`src/rtl/interrupt_controller_pkg.sv`:
```
// Shared definitions for the interrupt controller.
//   - ic_state_e      : call FSM state encodings (IDLE / REQ / SERVICE)
//   - IC_N_IRQ_DEFAULT: default channel count
//   - ic_id_width()   : channel-ID width for a given channel count (min 1)
package interrupt_controller_pkg;

  localparam int IC_N_IRQ_DEFAULT = 4;

  typedef enum logic [1:0] {
    IC_IDLE    = 2'd0,
    IC_REQ     = 2'd1,
    IC_SERVICE = 2'd2
  } ic_state_e;

  function automatic int ic_id_width(input int n);
    return (n <= 1) ? 1 : $clog2(n);
  endfunction

endpackage

```
`src/rtl/interrupt_controller_priority_encoder.sv`:
```
// irq_priority_encoder: fixed-priority encoder, lowest set index wins.
// Ports:
//   req       : N_IRQ-wide request vector (eligible channels)
//   any_valid : 1 when at least one request bit is set
//   winner    : index of the lowest set bit (0 when none set)
module irq_priority_encoder #(
  parameter int N_IRQ = 4,
  parameter int ID_W  = 2
) (
  input  logic [N_IRQ-1:0] req,
  output logic             any_valid,
  output logic [ID_W-1:0]  winner
);

  always_comb begin
    winner = '0;
    // Scan from the top down so the lowest index is written last.
    for (int i = N_IRQ - 1; i >= 0; i--) begin
      if (req[i]) winner = ID_W'(i);
    end
  end

  assign any_valid = |req;

endmodule

```
`src/rtl/interrupt_controller.sv`:
```
// interrupt_controller: multi-channel interrupt capture, masking and
// fixed-priority call request towards the fetch stage. All state changes on
// the falling edge of i_clk, matching the fetch stage.
// Ports:
//   i_clk, i_reset        : clock (falling-edge active), synchronous active-high reset
//   i_irq                 : raw interrupt lines (edge or level per EDGE_MODE)
//   i_mask                : per-channel enable for raising a call (not for capture)
//   i_enable              : fetch advance; 0 stalls the call FSM
//   i_ack                 : fetch inserted the call for o_irq_id
//   i_done                : handler return retired, ends in-service period
//   o_interrupt_call      : call request to fetch
//   o_irq_id              : channel being requested, valid with o_interrupt_call
//   o_pending, o_overrun  : status: pending bits, sticky overrun bits
//   o_state               : call FSM state (debug)
//
// Handshake: o_interrupt_call is a valid that stays high with o_irq_id frozen
// until it is accepted; acceptance is a falling edge where o_interrupt_call,
// i_ack and i_enable are all 1. i_ack at any other time has no effect.
module interrupt_controller
  import interrupt_controller_pkg::*;
#(
  parameter int               N_IRQ     = IC_N_IRQ_DEFAULT,
  parameter int               ID_W      = ic_id_width(N_IRQ),
  parameter logic [N_IRQ-1:0] EDGE_MODE = {N_IRQ{1'b1}}
) (
  input  logic             i_clk,
  input  logic             i_reset,
  input  logic [N_IRQ-1:0] i_irq,
  input  logic [N_IRQ-1:0] i_mask,
  input  logic             i_enable,
  input  logic             i_ack,
  input  logic             i_done,
  output logic             o_interrupt_call,
  output logic [ID_W-1:0]  o_irq_id,
  output logic [N_IRQ-1:0] o_pending,
  output logic [N_IRQ-1:0] o_overrun,
  output logic [1:0]       o_state
);

  ic_state_e        state, state_next;
  logic             in_service, in_service_next;
  logic             load_id;
  logic [N_IRQ-1:0] prev_irq;
  logic [N_IRQ-1:0] pending;
  logic [N_IRQ-1:0] overrun;
  logic [ID_W-1:0]  irq_id;
  logic [N_IRQ-1:0] trigger;
  logic [N_IRQ-1:0] clear_vec;
  logic [N_IRQ-1:0] eligible;
  logic             any_valid;
  logic [ID_W-1:0]  winner;
  logic             ack_fire;

  // Edge channels fire on a 0->1 of the line; level channels fire while high.
  assign trigger  = (EDGE_MODE & ~prev_irq & i_irq) | (~EDGE_MODE & i_irq);
  assign ack_fire = (state == IC_REQ) && i_enable && i_ack;
  assign clear_vec = ack_fire ? (N_IRQ'(1) << irq_id) : '0;
  assign eligible = pending & i_mask;

  irq_priority_encoder #(
    .N_IRQ (N_IRQ),
    .ID_W  (ID_W)
  ) u_prio (
    .req       (eligible),
    .any_valid (any_valid),
    .winner    (winner)
  );

  always_comb begin
    state_next      = state;
    in_service_next = in_service;
    load_id         = 1'b0;
    case (state)
      IC_IDLE: begin
        if (i_enable && !in_service && any_valid) begin
          state_next = IC_REQ;
          load_id    = 1'b1;
        end
      end
      IC_REQ: begin
        if (ack_fire) begin
          state_next      = IC_SERVICE;
          in_service_next = 1'b1;
        end
      end
      IC_SERVICE: begin
        if (i_done) begin
          state_next      = IC_IDLE;
          in_service_next = 1'b0;
        end
      end
      default: begin
        state_next      = IC_IDLE;
        in_service_next = 1'b0;
      end
    endcase
  end

  always_ff @(negedge i_clk) begin
    if (i_reset) begin
      state      <= IC_IDLE;
      in_service <= 1'b0;
      prev_irq   <= '0;
      pending    <= '0;
      overrun    <= '0;
      irq_id     <= '0;
    end else begin
      state      <= state_next;
      in_service <= in_service_next;
      prev_irq   <= i_irq;
      // A trigger coinciding with the ack of the same channel keeps it pending.
      pending    <= (pending & ~clear_vec) | trigger;
      // Overrun only for edge channels hitting a still-pending, not-just-acked bit.
      overrun    <= overrun | (EDGE_MODE & trigger & pending & ~clear_vec);
      if (load_id) irq_id <= winner;
    end
  end

  assign o_interrupt_call = (state == IC_REQ);
  assign o_irq_id         = irq_id;
  assign o_pending        = pending;
  assign o_overrun        = overrun;
  assign o_state          = state;

endmodule

```
`config.mk`:
```
export PLATFORM = sky130hd
export DESIGN_NAME = interrupt_controller
export DESIGN_NICKNAME = d
export VERILOG_FILES = /design/src/rtl/interrupt_controller_pkg.sv /design/src/rtl/interrupt_controller_priority_encoder.sv /design/src/rtl/interrupt_controller.sv
export SDC_FILE = /design/constraint.sdc
export NUM_CORES = 1
export LEC_CHECK = 0
export CORE_MARGIN = 2
export CORE_UTILIZATION = 41
export CTS_CLUSTER_DIAMETER = 60
export CTS_CLUSTER_SIZE = 8
export DETAILED_ROUTE_END_ITERATION = 8
export GPL_ROUTABILITY_DRIVEN = 0
export PLACE_DENSITY = 0.73
export SETUP_SLACK_MARGIN = 0.05
export SLEW_MARGIN = 20
export SYNTH_ARGS = -nofsm -noshare
export SYNTH_HDL_FRONTEND = slang
export SYNTH_SLANG_ARGS = --single-unit
```
`constraint.sdc`:
```
create_clock -name i_clk -period 1.55 [get_ports i_clk]
set_input_delay 0.465 -clock i_clk [delete_from_list [all_inputs] [get_ports i_clk]]
set_output_delay 0.465 -clock i_clk [all_outputs]
set_load 0.05 [all_outputs]
```
==> results of run 1 <==
per-stage QoR:
| stage | hold WS, ns | setup WS, ns | cell area, um2 | std cells |
|---|---|---|---|---|
| after floorplan | 0.468 | -0.490 | 798 | 71 |
| after detailed placement | 0.483 | -1.17 | 1270 | 125 |
| after global placement | 0.475 | -1.10 | 1270 | 125 |
cell usage after synthesis, drive strengths merged:
library cell	number	area [um2]
a211oi	1	7.51
nor2	8	30.0
clkbuf	2	7.51
or3b	1	8.76
nor4b	1	23.8
nor2b	6	37.5
a22o	2	18.8
a32oi	1	8.76
or3	1	6.26
and2b	1	8.76
o21ai	3	18.8
a31o	1	8.76
inv	3	11.3
a21oi	6	30.0
a31oi	2	12.5
a41oi	1	8.76
o21ba	1	10.0
nand2	6	22.5
dfxtp	17	340
a22oi	1	7.51
a221oi	1	8.76
nand4b	1	15.0
nand2b	2	12.5
a2111oi	1	15.0
or2	1	6.26
cells by family after synthesis:
group	after synthesis	synth area share (%)
AOI/OAI and AO/OA	21	22.6
DFF	17	49.6
and+or+nand+nor	28	25.0
buffers and inverters	5	2.74
==> summary.md, run 1 <==
| Metric | Value |
|---|---|
| Err | `[ERROR DPL-0033] detailed placement checks failed during check placement.` |
| Syn Nets | `84` |
| CTS max path bufs | `2` |
| Die H | `44.9 um` |
| DIE WIDTH | `44.9 um` |
| Register bit total from synthesis | `17` |
| Root buf cell | `clkbuf_4` |
| Yosys warns | `0` |
| Detail Placement HPWL | `around 1600 um` |
| Average cell area after synthesis | `9.66 um2` |
| CTS Hold Bufs | `0` |
| Status | `aborted with a tool error` |
| Synthesized area | `686 um2` |
| TritonCTS Sinks | `17` |
| Syn Inst Count | `71` |
| Failing step | `clock tree synthesis (4_1_cts)` |
| Port bufs | `25` |
| Top Ports | `26` |
| Initial Utilization | `between 40% and 50%` |
| Unique masters post-synth | `27` |
| CTS Buf Count | `3` |
| Cts repair resizes | `58` |
| Total setup buffers inserted after CTS | `7` |
| H-tree levels | `1` |
| # rows | `14` |
| Register area share after synthesis | `49.6%` |
==> run 2: changes to the inputs <==
Settings changed: CORE_AREA set to 2 2 63 65, CORE_MARGIN 2 to unset, CORE_UTILIZATION 41 to unset, CTS_CLUSTER_DIAMETER 60 to unset, CTS_CLUSTER_SIZE 8 to unset, DIE_AREA set to 0 0 65 67, PLACE_DENSITY 0.73 to unset, PLACE_DENSITY_LB_ADDON set to 0.15, SETUP_SLACK_MARGIN 0.05 to unset.
==> run 2 against run 1 <==
The flow now finishes, with violations (negative setup slack). Synthesized cell count stayed put. Synthesized area stayed put.
==> summary.md, run 2 <==
| Metric | Value |
|---|---|
| FFs w/ async S/R, synth | `0%` |
| Mux cell area share after synthesis | `0%` |
| Pwr dens | `958 nW/um2` |
| Die H | `67 um` |
| CP delay by family, top | `flip-flops` |
| TritonCTS Sinks | `17` |
| Top Ports | `26` |
| CP Capture Type | `primary output` |
| Synth top cells by count | `17 x dfxtp_1, 8 x nor2_1, 6 x a21oi_1, 6 x nand2_1, 6 x nor2b_1` |
| Register bit total from synthesis | `17` |
| Worst r2r src | `o_state[0]$_SDFFE_NP0P_` |
| Port bufs | `25` |
| Post-route cell area | `1610 um2` |
| Number of synthesized flops with an enable pin | `0` |
| Global-route wire length before repair | `3170 um` |
| P_leak | `0.716 nW` |
| CTS tree | `done` |
| Worst-case reg-to-reg path depth | `6` |
| Post-DR vias/cell | `between 4 and 5` |
| Largest net degree at the start of global routing | `11` |
| H-tree levels | `1` |
| Antenna cells | `0` |
| Slew margin rel. | `between 70% and 80%` |
| Number of global-route vias before repair | `806` |
| GRT overflow | `0` |
| Commonest non-fill, non-tap cells in the layout | `19 x inv_1, 15 x buf_4, 14 x buf_12` |
| Crit path largest cell delay | `0.33 ns` |
| Register area share after synthesis | `49.6%` |
| Simple-gate share of the synthesized area | `25.0%` |
| Top cell type's share of synthesized area | `49.6%` |
| Max FO, Critical Path | `2` |
| Average cell area after synthesis | `9.66 um2` |
| Worst hold path type | `reg -> reg` |
| RSZ-0062 raised after global routing | `yes` |
| Worst Hold Slack | `around 0.5 ns` |
| Area of the die | `approximately 4400 um2` |
| Clock latency on the worst-skew pair | `between 0.3 and 0.4 ns` |
| First-iteration detailed-routing DRC count | `28` |
| Most common cell after layout, fill and taps aside | `inv_1` |
| CP startpoint | `o_state[1]$_SDFFE_NP0P_` |
| Dominant synthesized flop cell | `dfxtp_1` |
| Dpl cells | `around 160` |
| Slowest CP cell | `dfxtp_4` |
| Crit-path cells | `and2b_4, buf_12` |
| Status | `complete, but fails checks` |
| Worst-path clk slew | `approximately 0.030 ns` |
| Worst R2R End | `o_overrun[2]$_SDFF_NP0_` |
| Post-DRT Antenna Nets | `0` |
| Worst setup SP type | `flop` |
| # rows | `22` |
| GRT Util Overall | `approximately a tenth` |
| Final setup vio count | `26` |
| Area fraction in compound gates after synthesis | `a little under a quarter` |
| Buffer and inverter count on the worst path | `1` |
| Drt first pass iters | `4` |
| Drt wl/cell | `10.8 um` |
| WHS Path Cells | `2` |
| Cell with the most instances after synthesis | `dfxtp_1` |
| Reg2Reg Setup Slack | `0.08 ns` |
| Worst endpoint required time | `1.08 ns` |
| Core box area | `3610 um2` |
| Detail Placement HPWL | `1380 um` |
| Vias | `between 700 and 800` |
| Synth Area in Adders | `0%` |
| Yosys warns | `0` |
| Failing checks | `negative setup slack` |
| Root buf cell | `clkbuf_8` |
| Area grow syn2layout | `134%` |
| Area leader, netlist | `dfxtp_1` |
| Final Non-Filler Cells | `184` |
| DIE WIDTH | `65 um` |
| CTS Hold Bufs | `0` |
| Final net count | `150` |
| Hold_sp | `in_service$_SDFFE_NP0P_` |
| Pins Over Slew Limit | `0` |
| Syn Nets | `84` |
| Max Cap Viol | `0` |
| Crit path DAT | `1.81 ns` |
| Area contributors post-synth | `dfxtp_1 50%, nor2b_1 5.5%, a21oi_1 4.4%, nor2_1 4.4%, nor4b_4 3.5%` |
| Fill cell count | `between 300 and 400` |
| CTS max path bufs | `2` |
| Unique masters post-synth | `27` |
| Critical path class | `reg -> out` |
| Post-DP Area | `about 1300 um2` |
| Initial antenna violation count | `0` |
| DRC Markers | `0` |
| Slew at the pin closest to its max-slew limit | `0.300 ns` |
| Routed WL | `1980 um` |
| Final setup margin | `-0.720 ns` |
| Count of final hold-check violations | `0` |
| Hold Path End | `in_service$_SDFFE_NP0P_` |
| Initial Utilization | `19.0%` |
| Sequential cell area | `385 um2` |
| Clock skew | `0.00657 ns` |
| XOR/XNOR Fraction of Synth Area | `0%` |
| Main combinational cell family by area after synthesis | `simple AND/OR/NAND/NOR gates` |
| Syn Inst Count | `between 70 and 80` |
| Share of cells above drive strength 1 | `61.0%` |
| CTS Buf Count | `3` |
| Synthesized area | `686 um2` |
| Max IR drop VDD | `roughly 0.00037 V` |
| Area taken by multi-input logic gates | `452 um2` |
==> run 2: worst max path at each step <==
stage / endpoint / slack [ns] / depth (start not counted)
final: o_interrupt_call / -0.72 / 2
after global routing: o_interrupt_call / -0.75 / 2
after CTS: o_interrupt_call / -0.73 / 2
after detailed placement: o_overrun[2]$_SDFF_NP0_ / -1.13 / 5
after global placement: o_overrun[2]$_SDFF_NP0_ / -1.11 / 5
after floorplan: o_overrun[2]$_SDFF_NP0_ / -0.49 / 4
==> run 2: routing by layer <==
metal | GRT usage (%) | share of wire (%)
met3 | 5.41 | 4.4
met5 | 0 | 0
met4 | 7.18 | 1.2
met2 | 15.5 | 50
met1 | 9.48 | 44
==> run 2: where the power goes <==
| group | switching [mW] | internal [mW] | total, mW |
|---|---|---|---|
| Clock | 0.256 | 0.402 | 0.657 |
| Sequential | 0.0225 | 0.462 | 0.484 |
| Combinational | 0.186 | 0.214 | 0.399 |
| Total | 0.464 | 1.08 | 1.54 |
==> run 2: cells by family after synthesis <==
| kind of cell | Yosys count |
|---|---|
| buffers and inverters | 5 |
| AOI/OAI and AO/OA | 21 |
| DFF | 17 |
| and+or+nand+nor | 28 |
==> run 2: worst reg2reg max path, cell delays in order (launching register included) <==
cell	delay, ns
dfxtp_4	0.34
buf_12	0.10
buf_4	0.14
nand4b_4	0.15
or3b_4	0.42
a31oi_4	0.14
nor2_1	0.07
==> run 2: cell type report <==
type / count / share of cell area (%)
Clock inverter: 18 / 5.84
Inverter: 2 / 0.467
Multi-Input combinational cell: 49 / 28.1
Timing Repair Buffer: 47 / 35.3
Clock buffer: 3 / 2.57
Tap cell: 48 / 3.74
Sequential cell: 17 / 24.0
==> run 2: repair_timing <==
item | in CTS | in global routing
pin swaps | 18 | 9
endpoints found under the hold margin | 0 | 0
resized for setup | 51 | 16
setup endpoints to repair | 30 | 29
buffers inserted | 6 | 5
==> run 2: per-stage QoR <==
stage / worst slack (ns) / utilization, % / total power [mW] / TNS [ns]
global route: -0.750 / 44.6 / 1.65 / -10.38
global placement: -1.11 / 36.5 / 0.908 / -17.47
CTS: -0.733 / 42.3 / 1.55 / -9.40
finish: -0.720 / 44.6 / 1.54 / -9.68
floorplan: -0.490 / - / 0.719 / -6.20
detailed placement: -1.13 / 36.5 / 0.910 / -17.55
Power figures use the tool's default switching activity.
